[config.mk]
export PLATFORM = sky130hd
export DESIGN_NAME = logic_unit_arbiter
export DESIGN_NICKNAME = d
export VERILOG_FILES = /design/src/rtl/logic_pkg.sv /design/src/rtl/logic_unit.sv /design/src/rtl/logic_unit_arbiter.sv
export SDC_FILE = /design/constraint.sdc
export NUM_CORES = 1
export LEC_CHECK = 0
export BUFFER_PORTS_ARGS = -buffer_cell sky130_fd_sc_hd__buf_2
export CAP_MARGIN = 10
export CELL_PAD_IN_SITES_DETAIL_PLACEMENT = 0
export CELL_PAD_IN_SITES_GLOBAL_PLACEMENT = 2
export CORE_MARGIN = 5
export CORE_UTILIZATION = 35
export CTS_BUF_LIST = sky130_fd_sc_hd__clkbuf_8 sky130_fd_sc_hd__clkbuf_16
export CTS_CLUSTER_SIZE = 10
export DETAILED_ROUTE_END_ITERATION = 10
export GPL_TIMING_DRIVEN = 0
export PLACE_DENSITY_LB_ADDON = 0.1
export SYNTH_ARGS = -nofsm -noshare
export SYNTH_HDL_FRONTEND = slang
export SYNTH_HIERARCHICAL = 1
export SYNTH_SLANG_ARGS = --single-unit
export TNS_END_PERCENT = 30
[constraint.sdc]
create_clock -name clk -period 2.75 [get_ports clk]
set_clock_uncertainty 0.05 [all_clocks]
set_input_delay 0.275 -clock clk [delete_from_list [all_inputs] [get_ports clk]]
set_output_delay 0.275 -clock clk [all_outputs]
set_load 0.02 [all_outputs]
[src/rtl/logic_pkg.sv]
// Shared definitions for the bitwise logic unit and its two-port arbiter.
// Contents: default datapath width, opcode encodings, sequencer state encoding.
package logic_pkg;

    localparam int unsigned WIDTH = 32;
    localparam int unsigned OP_W  = 2;

    // Opcode encodings presented on req*_op
    localparam logic [OP_W-1:0] OP_AND = 2'b00;
    localparam logic [OP_W-1:0] OP_OR  = 2'b01;
    localparam logic [OP_W-1:0] OP_XOR = 2'b10;
    localparam logic [OP_W-1:0] OP_NOR = 2'b11;

    // Sequencer states: accept, evaluate, hold result
    typedef enum logic [1:0] {
        ST_IDLE = 2'b00,
        ST_EXEC = 2'b01,
        ST_RESP = 2'b10
    } state_e;

endpackage

[src/rtl/logic_unit.sv]
// Combinational WIDTH-bit bitwise logic unit.
// Ports: op (opcode), a/b (operands) -> y (result). NOR is the full-width
// complement of the OR term.
module logic_unit #(
    parameter int unsigned WIDTH = logic_pkg::WIDTH
) (
    input  logic [1:0]       op,
    input  logic [WIDTH-1:0] a,
    input  logic [WIDTH-1:0] b,
    output logic [WIDTH-1:0] y
);
    import logic_pkg::*;

    logic [WIDTH-1:0] and_y;
    logic [WIDTH-1:0] or_y;
    logic [WIDTH-1:0] xor_y;

    // Gate arrays shared by all opcodes
    assign and_y = a & b;
    assign or_y  = a | b;
    assign xor_y = a ^ b;

    // Opcode select
    always_comb begin
        y = and_y;
        case (op)
            OP_AND:  y = and_y;
            OP_OR:   y = or_y;
            OP_XOR:  y = xor_y;
            OP_NOR:  y = ~or_y;
            default: y = and_y;
        endcase
    end

endmodule

[src/rtl/logic_unit_arbiter.sv]
// Two-port arbiter/sequencer sharing one logic_unit between two requesters.
// Ports:
//   clk, rst_n                         clock, async active-low reset
//   req{0,1}_valid/_ready/_op/_a/_b    operation request handshake
//   rsp{0,1}_valid/_ready              held response handshake
//   rsp_data                           result while a rsp*_valid is high
//   busy                               sequencer not idle
//   done_count                         completed responses, wraps
// req*_ready is decoded combinationally in IDLE so the grant lands in the
// same cycle as the request; rsp*_valid/rsp_data/busy decode registered state.
module logic_unit_arbiter #(
    parameter int unsigned WIDTH = logic_pkg::WIDTH,
    parameter int unsigned CNT_W = 16
) (
    input  logic             clk,
    input  logic             rst_n,
    input  logic             req0_valid,
    output logic             req0_ready,
    input  logic [1:0]       req0_op,
    input  logic [WIDTH-1:0] req0_a,
    input  logic [WIDTH-1:0] req0_b,
    input  logic             req1_valid,
    output logic             req1_ready,
    input  logic [1:0]       req1_op,
    input  logic [WIDTH-1:0] req1_a,
    input  logic [WIDTH-1:0] req1_b,
    output logic             rsp0_valid,
    input  logic             rsp0_ready,
    output logic             rsp1_valid,
    input  logic             rsp1_ready,
    output logic [WIDTH-1:0] rsp_data,
    output logic             busy,
    output logic [CNT_W-1:0] done_count
);
    import logic_pkg::*;

    state_e           state_q;
    state_e           state_d;
    logic [1:0]       op_q;
    logic [WIDTH-1:0] a_q;
    logic [WIDTH-1:0] b_q;
    logic [WIDTH-1:0] res_q;
    logic [WIDTH-1:0] lu_y;
    logic             owner_q;
    logic             prio_q;
    logic [CNT_W-1:0] count_q;
    logic             accept;
    logic             rsp_hs;

    // Single shared logic unit, fed only from latched operands
    logic_unit #(.WIDTH(WIDTH)) u_logic_unit (
        .op (op_q),
        .a  (a_q),
        .b  (b_q),
        .y  (lu_y)
    );

    // State register
    always_ff @(posedge clk or negedge rst_n) begin
        if (!rst_n) begin
            state_q <= ST_IDLE;
        end else begin
            state_q <= state_d;
        end
    end

    // Next-state, arbitration and handshake decode
    always_comb begin
        state_d    = state_q;
        req0_ready = 1'b0;
        req1_ready = 1'b0;
        rsp0_valid = 1'b0;
        rsp1_valid = 1'b0;
        rsp_hs     = 1'b0;
        case (state_q)
            ST_IDLE: begin
                // A lone requester wins regardless of the pointer
                if (req0_valid && (!req1_valid || !prio_q)) begin
                    req0_ready = 1'b1;
                    state_d    = ST_EXEC;
                end else if (req1_valid) begin
                    req1_ready = 1'b1;
                    state_d    = ST_EXEC;
                end
            end
            ST_EXEC: begin
                state_d = ST_RESP;
            end
            ST_RESP: begin
                rsp0_valid = !owner_q;
                rsp1_valid = owner_q;
                // Only the owner's ready can complete the response
                rsp_hs     = owner_q ? rsp1_ready : rsp0_ready;
                if (rsp_hs) begin
                    state_d = ST_IDLE;
                end
            end
            default: begin
                state_d = ST_IDLE;
            end
        endcase
    end

    assign accept = req0_ready | req1_ready;

    // Operand capture, ownership/priority, result and completion counter
    always_ff @(posedge clk or negedge rst_n) begin
        if (!rst_n) begin
            op_q    <= '0;
            a_q     <= '0;
            b_q     <= '0;
            res_q   <= '0;
            owner_q <= 1'b0;
            prio_q  <= 1'b0;
            count_q <= '0;
        end else begin
            if (accept) begin
                op_q    <= req1_ready ? req1_op : req0_op;
                a_q     <= req1_ready ? req1_a  : req0_a;
                b_q     <= req1_ready ? req1_b  : req0_b;
                owner_q <= req1_ready;
                prio_q  <= !req1_ready;
            end
            if (state_q == ST_EXEC) begin
                res_q <= lu_y;
            end
            if (rsp_hs) begin
                count_q <= count_q + CNT_W'(1);
            end
        end
    end

    // Result is only driven while a response is held
    assign rsp_data   = (state_q == ST_RESP) ? res_q : '0;
    assign busy       = (state_q != ST_IDLE);
    assign done_count = count_q;

endmodule
==> parameters.txt, run 1 <==
Parameter                              Value

Power
  PnR Total Power ... 10.77 mW
  Worst IR drop on VDD ... 0.0004115 V
  Fraction of power consumed by the clock network ... 22.4%
  Switching component of the power ... 4.324 mW
  PD cells ... 1154 mW/mm2
  Sequential group share of total power ... 28.6%
  Internal Power ... 6.447 mW
  Comb power frac ... 49.0%
  Fraction of power spent switching nets ... 40.14%
  Leakage power ... 4.822 nW

Detailed routing
  Total wire length ... 21.50 mm
  Routed WL per cell ... 16.99 um
  First-pass detailed-route iteration total ... 4
  Post-DR vias/cell ... 4.557
  Count of nets left with antenna violations after detail routing ... 0
  Drt drc ... 0
  Initial detailed-routing violation count ... 169
  Via count ... 5,765

GRT
  Global routing's busiest layer ... met2
  Initial antenna violation count ... 0
  First-pass GRT wire length ... 33.61 mm
  Met2 global-route usage ... 30.52%
  GR Layer Usage met1 ... 23.90%
  Total gr overflow ... 0
  Maximum number of pins on one net before global-route repair ... 61
  Overall track demand over capacity in global routing ... 18.19%
  Number of global-route vias before repair ... 5,982
  Met3 demand-to-capacity share in global routing ... 4.200%

Logic synthesis
  Post-Synthesis Mean Instance Area ... 9.597 um2
  Sequential cell area fraction in the yosys report ... 40.12%
  Area of the mapped netlist ... 0.007361 mm2
  Synth top area share ... 40.12%
  Top cell types by occurrence after synthesis ... 118 x sky130_fd_sc_hd__dfrtp_1, 72 x sky130_fd_sc_hd__mux2i_1, 72 x sky130_fd_sc_hd__nand2_1
  Gate count of the mapped netlist ... 767
  Share of flip-flops with an asynchronous set or reset after synthesis ... 100.0%
  Count of flip-flops with a built-in enable after synthesis ... 0
  Synthesized netlist net count ... 970
  Count of yosys warnings during synthesis ... 6
  Most repeated cell in the gate-level netlist after synthesis ... sky130_fd_sc_hd__dfrtp_1
  Post-synthesis register bit count ... 118
  Prevailing post-synth register cell ... sky130_fd_sc_hd__dfrtp_1
  Synth top area cells ... sky130_fd_sc_hd__dfrtp_1 40%, sky130_fd_sc_hd__ha_1 11%, sky130_fd_sc_hd__mux2i_1 9.8%
  Number of distinct standard cells referenced by the synthesized netlist ... 33
  Cell type with the largest total area after synthesis ... sky130_fd_sc_hd__dfrtp_1

Timing
  Worst slew pin tran ... 0.7437 ns
  Max frequency ... 0.4035 GHz
  Number of hold violations in the final report ... 0
  RSZ-0062 raised after global routing ... no
  Final hold slack ... 0.05467 ns
  Final clock period utilization by the worst path ... 90.12%
  Setup Viol. Count Final ... 0
  Total count of max-transition violations in the final report ... 0
  Max-Slew Margin vs Limit ... 50.42%
  Final Critical Period ... 2.478 ns

CTS
  Skew-Pair Late Insertion Delay ... 0.42 ns
  Clock edge transition at the registers on the reported setup and hold paths ... 0.06 ns
  Clock sink count ... 118
  Post-CTS setup buffer count ... 0
  H-tree depth ... 4
  CTS Buffer Depth ... 2
  TritonCTS clock tree ... built
  Root buf cell ... sky130_fd_sc_hd__clkbuf_16
  Number of buffers added by the clock tree synthesis step ... 17

Place
  Instance area at placement ... 0.008690 mm2
  Detailed Place HPWL ... 15.66 mm
  Port Buffer Count ... 190
  Final GP Congestion ... 0.7492

Final layout
  Number of diodes added for antenna fixing ... 0
  Share of layout cells above drive strength 1 ... 28.08%
  Non-Filler Cell Area, Final ... 0.009334 mm2
  P&R area growth vs syn ... 26.81%
  Number of filler instances in the final layout ... 2,103
  Number of nets in the layout ... 1,181

Critical path
  Data arrival time of the critical path ... 2.15 ns
  Startpoint types ... flip-flop
  Element type at the critical path end ... primary output
  Register-to-register setup slack ... 0.67 ns
  Worst reg2reg path depth ... 5
  Max Fanout on Critical Path ... 10
  Type of the setup path with the least slack ... reg -> out
  Terminus of the critical flop-to-flop path ... b_q[13]$_DFFE_PN0P_
  Critical path required time ... 2.42 ns
  Crit Reg-Reg Startpoint ... state_q[1]$_DFFE_PN0P_

Floorplanning
  Initial Util ... 35.24%
  Count of boundary I/O pins ... 191
  Die span in y ... 155.0 um
  Number of cell rows ... 53
  Die Outline Area ... 0.02403 mm2
  Die extent in x ... 155.0 um
  Placeable core area ... 0.02089 mm2

Worst hold path
  Number of stages on the worst hold path ... 3
  Worst min-delay path class ... in -> reg
  Startpoint of the worst hold path ... req0_b[14]
  Worst Hold End ... b_q[14]$_DFFE_PN0P_

Outcome
  Outcome ... finished, final reports clean

Job
  Maximum capacitance violations ... 0
layer usage:
metal	part of all wire, %	vias up	wire length (um)
met5	0	-	0
met4	0.95	0	205
met3	5.2	13	1128
met2	48	157	10270
met1	46	2649	9892
li1	-	2946	-
worst max-delay path, cell delays in order, from the launching register on:
cell and delay, ns:
sky130_fd_sc_hd__dfrtp_1 0.43, sky130_fd_sc_hd__nor2b_2 0.41, sky130_fd_sc_hd__clkbuf_1 0.47, sky130_fd_sc_hd__and2_1 0.24, sky130_fd_sc_hd__buf_2 0.18
state kept, by name (all words and copies together) (netlist names):
signal      count
a_q            32
b_q            32
res_q          32
done_count     16
op_q            2
state_q         2
owner_q         1
prio_q          1
through the flow:
stage / TNS (ns) / util (%) / worst slack (ns) / instances
4_1_cts: 0 / 44.67 / 0.04779 / 1265
2_1_floorplan: 0 / - / 1.134 / 767
3_3_place_gp: -50.56 / 41.44 / -0.4355 / 1232
5_1_grt: 0 / 44.68 / 0.08979 / 1265
6_report: 0 / 44.68 / 0.2718 / 1265
3_5_place_dp: 0 / 41.60 / 0.5012 / 1233
how the worst max path moves through the flow:
stage                                         start                          to  slack (ns)  cells past startpoint
after global routing         state_q[1]$_DFFE_PN0P_                  req1_ready        0.09                      4
after detailed placement     state_q[1]$_DFFE_PN0P_                rsp_data[18]        0.50                      4
after floorplan           done_count[0]$_DFFE_PN0P_  done_count[10]$_DFFE_PN0P_        1.13                      5
final                        state_q[1]$_DFFE_PN0P_                rsp_data[21]        0.27                      4
after CTS                    state_q[1]$_DFFE_PN0P_                rsp_data[21]        0.05                      4
after global placement                        rst_n         b_q[27]$_DFFE_PN0P_       -0.44                      1
timing repair:
action | in CTS | in global routing
endpoints found under the hold margin | 58 | 0
resized for setup | 0 | 1
hold buffers | 1 | 0
setup endpoints to repair | 0 | 7
cell type report:
class | instances | area (um2) | share of cell area, %
multi-input cells | 536 | 3847 | 41.22
flip-flops and latches | 118 | 2953 | 31.64
repair buffers | 192 | 994.7 | 10.66
clock buffers | 21 | 480.5 | 5.147
well taps | 275 | 344.1 | 3.686
plain buffers | 46 | 311.5 | 3.338
inverters | 67 | 251.5 | 2.694
clock inverters | 10 | 151.4 | 1.622
kinds of logic after synthesis:
logic type | Yosys count | synth area share (%)
multiplexers | 105 | 14.84
flip-flops | 118 | 40.12
AO/OA/AOI/OAI | 129 | 8.924
adder cells (fa/ha/maj) | 65 | 11.05
XOR/XNOR | 47 | 5.592
AND/OR/NAND/NOR | 190 | 11.83
buffers and inverters | 113 | 7.649
cells in the final DEF, fill, tap and decap left out, types with 2 or more instances in the layout:
master                      Yosys  routed
sky130_fd_sc_hd__clkbuf_8       0       4
sky130_fd_sc_hd__buf_6          4       5
sky130_fd_sc_hd__nand3_1        4       4
sky130_fd_sc_hd__nand4_1        4       4
sky130_fd_sc_hd__buf_8          2       2
sky130_fd_sc_hd__bufinv_16      0       4
sky130_fd_sc_hd__and4_1         2       2
sky130_fd_sc_hd__buf_2         10     199
sky130_fd_sc_hd__nand2_1       72      72
sky130_fd_sc_hd__clkbuf_16      0      17
sky130_fd_sc_hd__a21oi_1       59      59
sky130_fd_sc_hd__and3_1         3       3
sky130_fd_sc_hd__and2_1        33      33
sky130_fd_sc_hd__mux2_1         4       4
sky130_fd_sc_hd__clkbuf_1      23      23
sky130_fd_sc_hd__xnor2_1       10      10
sky130_fd_sc_hd__buf_12         4       4
sky130_fd_sc_hd__nor4_2         2       2
sky130_fd_sc_hd__dfrtp_1      118     118
sky130_fd_sc_hd__nor2_1        64      64
sky130_fd_sc_hd__mux2_2        29      29
sky130_fd_sc_hd__inv_1         67      68
sky130_fd_sc_hd__o21ai_1       67      67
sky130_fd_sc_hd__ha_1          65      65
sky130_fd_sc_hd__mux2i_1       72      72
sky130_fd_sc_hd__clkinv_2       0       4
sky130_fd_sc_hd__xor2_1        37      37
sky130_fd_sc_hd__nor3_1         2       2
power by group through the flow:
stage	clock network, mW	logic, mW	registers, mW
2_1_floorplan	0	3.94	2.99
5_1_grt	2.55	5.99	3.21
6_report	2.41	5.27	3.08
3_3_place_gp	0	5.30	3.10
4_1_cts	2.47	5.40	3.10
3_5_place_dp	0	5.36	3.13
Note: power is estimated with default switching activity, not from simulation.
==> run 2: changes to the inputs <==
--- a/config.mk
+++ b/config.mk
@@ -16,6 +16,7 @@
 export DETAILED_ROUTE_END_ITERATION = 10
 export GPL_TIMING_DRIVEN = 0
 export PLACE_DENSITY_LB_ADDON = 0.1
+export RECOVER_POWER = 25
 export SYNTH_ARGS = -nofsm -noshare
 export SYNTH_HDL_FRONTEND = slang
 export SYNTH_HIERARCHICAL = 1
==> parameters.txt, run 2 (synthesis gave the netlist of run 1 again) <==
Parameter                              Value

Timing
  Max-Slew Margin vs Limit ... -7.003%
  Final hold slack ... 0.06401 ns
  Max frequency ... 0.4041 GHz
  Number of hold violations in the final report ... 0
  Setup Viol. Count Final ... 0
  RSZ-0062 raised after global routing ... no
  Final Critical Period ... 2.474 ns
  Worst slew pin tran ... 1.605 ns
  Final clock period utilization by the worst path ... 89.98%
  Total count of max-transition violations in the final report ... 59

CTS
  Root buf cell ... sky130_fd_sc_hd__clkbuf_16
  Clock sink count ... 118
  H-tree depth ... 4
  Clock edge transition at the registers on the reported setup and hold paths ... 0.06 ns
  CTS Buffer Depth ... 2
  Skew-Pair Late Insertion Delay ... 0.41 ns
  Number of buffers added by the clock tree synthesis step ... 17
  TritonCTS clock tree ... built

Place
  Detailed Place HPWL ... 15.66 mm
  Final GP Congestion ... 0.7492
  DP Cell Count ... 1,233
  Port Buffer Count ... 190
  Instance area at placement ... 0.008690 mm2

Final layout
  Number of nets in the layout ... 1,181
  Non-Filler Cell Area, Final ... 0.009328 mm2
  Share of layout cells above drive strength 1 ... 28.08%
  Number of diodes added for antenna fixing ... 0
  Top Registers ... a_q: 32 flops, b_q: 32 flops, res_q: 32 flops
  Commonest non-fill, non-tap cells in the layout ... 199 x sky130_fd_sc_hd__buf_2, 118 x sky130_fd_sc_hd__dfrtp_1, 72 x sky130_fd_sc_hd__nand2_1, 72 x sky130_fd_sc_hd__mux2i_1, 68 x sky130_fd_sc_hd__inv_1
  Number of non-filler instances in the completed layout ... 1,265
  Commonest non-fill, non-tap cell in the layout ... sky130_fd_sc_hd__buf_2
  P&R area growth vs syn ... 26.72%

Critical path
  Critical path required time ... 2.42 ns
  CP Cell Sequence ... nor3b_4, a21boi_2, buf_2, buf_2
  Max Fanout on Critical Path ... 10
  Type of the setup path with the least slack ... reg -> out
  Top cell family by delay on the critical path ... buffers and inverters
  Register-to-register setup slack ... 0.67 ns
  Data arrival time of the critical path ... 2.15 ns
  Worst path slowest cell ... sky130_fd_sc_hd__dfrtp_1
  Startpoint types ... flip-flop
  Critical path buffers and inverters ... 2
  Element type at the critical path end ... primary output
  Most common cell on crit path ... sky130_fd_sc_hd__buf_2
  Largest stage delay, worst path ... 0.43 ns

GRT
  Initial antenna violation count ... 0
  Total gr overflow ... 0
  First-pass GRT wire length ... 33.61 mm
  Maximum number of pins on one net before global-route repair ... 61
  Overall track demand over capacity in global routing ... 18.19%
  Number of global-route vias before repair ... 5,982

Power
  Leakage power ... 4.820 nW
  PD cells ... 1154 mW/mm2
  Worst IR drop on VDD ... 0.0004110 V
  PnR Total Power ... 10.77 mW

Floorplanning
  Die extent in x ... 155.0 um
  Die span in y ... 155.0 um
  Initial Util ... 35.24%
  Count of boundary I/O pins ... 191
  Die Outline Area ... 0.02403 mm2
  Placeable core area ... 0.02089 mm2
  Number of cell rows ... 53

Outcome
  Violated checks ... max-capacitance violations, max-slew violations
  Outcome ... finished with violations

Detailed routing
  Drt drc ... 0
  Via count ... 5,771
  Total wire length ... 21.47 mm
  Routed WL per cell ... 16.97 um
  Post-DR vias/cell ... 4.562
  Initial detailed-routing violation count ... 186
  First-pass detailed-route iteration total ... 4
  Count of nets left with antenna violations after detail routing ... 0

Worst hold path
  Worst min-delay path class ... in -> reg

Job
  Maximum capacitance violations ... 1
==> run 2: cell type report <==
cell class | instances | area (um2)
clock buffer | 21 | 480.5
multi-input combinational | 536 | 3847
buffer | 46 | 311.5
tap | 275 | 344.1
timing repair buffer | 192 | 988.4
fill | 2104 | 11560
clock inverter | 10 | 151.4
inverter | 67 | 251.5
sequential | 118 | 2953
==> run 2: final timing paths <==
kind | start | endpoint | depth (start not counted)
setup / recovery | state_q[1]$_DFFE_PN0P_ | req1_ready | 4
hold / removal | req0_b[24] | b_q[24]$_DFFE_PN0P_ | 3
setup reg to reg | state_q[1]$_DFFE_PN0P_ | b_q[13]$_DFFE_PN0P_ | 5
hold reg to reg | done_count[15]$_DFFE_PN0P_ | done_count[15]$_DFFE_PN0P_ | 1
max in group asynchronous | rst_n | res_q[30]$_DFFE_PN0N_ | 3
min in group asynchronous | rst_n | res_q[8]$_DFFE_PN0N_ | 2
==> run 2: metrics by stage <==
step / setup TNS [ns] / utilization (%) / worst slack [ns]
6_report: 0 / 44.65 / 0.2756
5_1_grt: 0 / 44.65 / 0.08979
4_1_cts: 0 / 44.67 / 0.04779
3_5_place_dp: 0 / 41.60 / 0.5012
3_3_place_gp: -50.56 / 41.44 / -0.4355
2_1_floorplan: 0 / - / 1.134
==> run 2: where the power goes <==
group          internal, mW  leakage, nW  switching, mW  total, mW
Sequential             2.51         1.48          0.568       3.08
Clock                  1.60        0.316          0.813       2.41
Combinational          2.33         3.03           2.94       5.27
Total                  6.45         4.82           4.32       10.8
==> run 2: worst min-delay path, stage by stage <==
cell	delay [ns]
sky130_fd_sc_hd__buf_2	0.08
sky130_fd_sc_hd__nor2_1	0.03
sky130_fd_sc_hd__o21ai_1	0.11
==> run 2: layer usage <==
metal / share of wire (%) / GRT usage [%] / up-vias
met4: 0.77 / 4.247 / 0
met3: 6.0 / 4.200 / 12
met1: 45 / 23.90 / 2647
met2: 48 / 30.52 / 169
met5: 0 / 0 / -
li1: - / - / 2943
==> run 2: what timing repair did <==
action | CTS | global route
endpoints found under the setup margin | 0 | 7
gates resized for setup | 0 | 1
hold buffers | 1 | 0
buffers inserted | 0 | 0
hold endpoints to repair | 58 | 0
==> run 3: changes to the inputs <==
--- a/config.mk
+++ b/config.mk
@@ -5,12 +5,13 @@
 export SDC_FILE = /design/constraint.sdc
 export NUM_CORES = 1
 export LEC_CHECK = 0
+export ABC_AREA = 1
 export BUFFER_PORTS_ARGS = -buffer_cell sky130_fd_sc_hd__buf_2
 export CAP_MARGIN = 10
 export CELL_PAD_IN_SITES_DETAIL_PLACEMENT = 0
 export CELL_PAD_IN_SITES_GLOBAL_PLACEMENT = 2
 export CORE_MARGIN = 5
-export CORE_UTILIZATION = 35
+export CORE_UTILIZATION = 32
 export CTS_BUF_LIST = sky130_fd_sc_hd__clkbuf_8 sky130_fd_sc_hd__clkbuf_16
 export CTS_CLUSTER_SIZE = 10
 export DETAILED_ROUTE_END_ITERATION = 10
==> parameters.txt, run 3 <==
Parameter                              Value

Critical path
  CP Cell Sequence ... inv_1, nand2_2, buf_1, nor2_1, buf_2
  Largest stage delay, worst path ... 0.49 ns
  Type of the setup path with the least slack ... reg -> out
  Critical path required time ... 2.42 ns
  Element type at the critical path end ... primary output
  Worst path slowest cell ... sky130_fd_sc_hd__buf_1
  Critical path buffers and inverters ... 3
  Crit Reg-Reg Startpoint ... state_q[1]$_DFFE_PN0P_
  Max Fanout on Critical Path ... 10
  Crit. Startpoint ... state_q[0]$_DFFE_PN0P_
  Top cell family by delay on the critical path ... buffers and inverters
  Startpoint types ... flip-flop
  Data arrival time of the critical path ... 1.94 ns

Detailed routing
  Total wire length ... 25.81 mm
  Initial detailed-routing violation count ... 367
  First-pass detailed-route iteration total ... 5
  Count of nets left with antenna violations after detail routing ... 0
  Via count ... 7,541
  Drt drc ... 0
  Routed WL per cell ... 15.22 um
  Post-DR vias/cell ... 4.446

Timing
  RSZ-0062 raised after global routing ... no
  Number of hold violations in the final report ... 0
  Max frequency ... 0.4416 GHz
  Max-Slew Margin vs Limit ... 2.954%
  Final hold slack ... 0.05874 ns
  Worst slew pin tran ... 1.456 ns
  Total count of max-transition violations in the final report ... 0
  Final Critical Period ... 2.265 ns
  Final clock period utilization by the worst path ... 82.35%
  Setup Viol. Count Final ... 0

CTS
  Post-CTS setup buffer count ... 0
  Number of buffers added by the clock tree synthesis step ... 17
  Clock sink count ... 118
  CTS Buffer Depth ... 2
  H-tree depth ... 4
  TritonCTS clock tree ... built
  Clock edge transition at the registers on the reported setup and hold paths ... 0.06 ns
  Root buf cell ... sky130_fd_sc_hd__clkbuf_16
  Skew-Pair Late Insertion Delay ... 0.42 ns

Logic synthesis
  Cell type with the largest total area after synthesis ... sky130_fd_sc_hd__dfrtp_1
  Area of the mapped netlist ... 0.007916 mm2
  Synthesized netlist net count ... 1,351
  Top cell types by occurrence after synthesis ... 316 x sky130_fd_sc_hd__nand2_1, 218 x sky130_fd_sc_hd__inv_1, 142 x sky130_fd_sc_hd__nor2_1
  Gate count of the mapped netlist ... 1,148
  Count of yosys warnings during synthesis ... 6
  Sequential cell area fraction in the yosys report ... 37.30%
  Number of distinct standard cells referenced by the synthesized netlist ... 24
  Post-Synthesis Mean Instance Area ... 6.896 um2
  Synth top area share ... 37.30%
  Count of flip-flops with a built-in enable after synthesis ... 0
  Most repeated cell in the gate-level netlist after synthesis ... sky130_fd_sc_hd__nand2_1
  Share of flip-flops with an asynchronous set or reset after synthesis ... 100.0%
  Synth top area cells ... sky130_fd_sc_hd__dfrtp_1 37%, sky130_fd_sc_hd__nand2_1 15%, sky130_fd_sc_hd__inv_1 10%
  Prevailing post-synth register cell ... sky130_fd_sc_hd__dfrtp_1
  Post-synthesis register bit count ... 118

Final layout
  Top Registers ... a_q: 32 flops, b_q: 32 flops, res_q: 32 flops
  Share of layout cells above drive strength 1 ... 20.41%
  Number of diodes added for antenna fixing ... 0
  Commonest non-fill, non-tap cells in the layout ... 316 x sky130_fd_sc_hd__nand2_1, 222 x sky130_fd_sc_hd__buf_2, 220 x sky130_fd_sc_hd__inv_1
  Number of filler instances in the final layout ... 2,685
  Commonest non-fill, non-tap cell in the layout ... sky130_fd_sc_hd__nand2_1
  Non-Filler Cell Area, Final ... 0.009958 mm2
  Number of nets in the layout ... 1,562
  P&R area growth vs syn ... 25.79%

GRT
  Initial antenna violation count ... 0
  Maximum number of pins on one net before global-route repair ... 66
  Total gr overflow ... 0
  Overall track demand over capacity in global routing ... 18.76%
  First-pass GRT wire length ... 41.66 mm
  Number of global-route vias before repair ... 7,695

Floorplanning
  Number of cell rows ... 57
  Initial Util ... 32.55%
  Placeable core area ... 0.02432 mm2
  Die extent in x ... 167.3 um
  Die Outline Area ... 0.02798 mm2
  Die span in y ... 167.3 um
  Count of boundary I/O pins ... 191

Job
  Maximum capacitance violations ... 0

Worst hold path
  Worst min-delay path class ... in -> reg
  Startpoint of the worst hold path ... req1_b[25]

Place
  Port Buffer Count ... 190
  Final GP Congestion ... 0.7638
  Detailed Place HPWL ... 19.21 mm
  Instance area at placement ... 0.009306 mm2

Power
  Worst IR drop on VDD ... 0.0003851 V
  PD cells ... 1132 mW/mm2
  Leakage power ... 5.784 nW

Outcome
  Outcome ... finished, final reports clean
## run 3: changes by cell type in the layout (fill, tap and decap cells not counted), sizes merged, moves of 3 or more
cell and delta:
nand2 +247, inv +155, nor2 +83, mux2i -72
nand3 +69, and2 -33, mux2 -33, nand4 +32
xor2 -32, buf +28, a21oi -26, clkbuf -19
xnor2 -8, and3 -3
## run 3: kinds of logic (layout without fill, tap and decap cells)
| family | Yosys count | count (layout) | share of synthesized area, % |
|---|---|---|---|
| XOR/XNOR | 7 | 7 | 0.7745 |
| flip-flops | 118 | 118 | 37.30 |
| adder cells (fa/ha/maj) | 65 | 65 | 10.27 |
| buffers and inverters | 279 | 503 | 14.75 |
| AND/OR/NAND/NOR | 579 | 579 | 30.58 |
| AO/OA/AOI/OAI | 100 | 100 | 6.322 |
## run 3: power breakdown
| part | internal, mW | switching, mW |
|---|---|---|
| clock network | 1.63 | 0.853 |
| registers | 2.55 | 0.545 |
| logic | 1.99 | 3.71 |
## run 3: worst min-delay path: stages
cell	delay (ns)
sky130_fd_sc_hd__buf_2	0.08
sky130_fd_sc_hd__nor2_1	0.03
sky130_fd_sc_hd__o21ai_1	0.11
## run 3: final cells by class
cell class                      instances  area, um2  share of cell area, %
Clock inverter                         14      209.0                  2.098
Timing Repair Buffer                  192      988.4                  9.926
Sequential cell                       118       2953                  29.65
Inverter                              221      829.5                  8.330
Multi-Input combinational cell        751       3796                  38.12
Tap cell                              324      405.4                  4.071
Clock buffer                           18      439.2                  4.410
Buffer                                 58      337.8                  3.392
## run 3: timing repair
action                     CTS  global route
setup endpoints to repair    0             0
hold endpoints to repair    53             0
gates resized for setup      0             0
hold buffers                 1             0
## run 3: path summary, 6_finish.rpt
| check | to | slack, ns | cells past startpoint |
|---|---|---|---|
| min in group asynchronous | a_q[12]$_DFFE_PN0P_ | 0.69 | 2 |
| max in group asynchronous | res_q[21]$_DFFE_PN0N_ | 0.95 | 3 |
| max | rsp_data[1] | 0.49 | 5 |
| max reg2reg | b_q[17]$_DFFE_PN0P_ | 0.98 | 6 |
| min | b_q[25]$_DFFE_PN0P_ | 0.06 | 3 |
| min reg2reg | prio_q$_DFFE_PN0P_ | 0.43 | 2 |
## run 3: layer usage
metal | vias up | wire length, um | GRT usage, %
met1 | 3468 | 12300 | 25.28
li1 | 3905 | - | -
met4 | 0 | 240 | 3.987
met2 | 152 | 12270 | 31.29
met5 | - | 0 | 0
met3 | 16 | 1000 | 3.890
## run 3: metrics by stage
step                util (%)  setup WS (ns)  setup TNS, ns  power [mW]  instances
finish                 40.95         0.4852              0       11.28       1696
global route           40.95         0.3445              0       12.43       1696
CTS                    40.97         0.4224              0       11.48       1696
detailed placement     38.27         0.8764              0       8.931       1663
global placement       38.13        -0.4010         -45.77       8.881       1662
floorplan                  -          1.297              0       7.007       1148
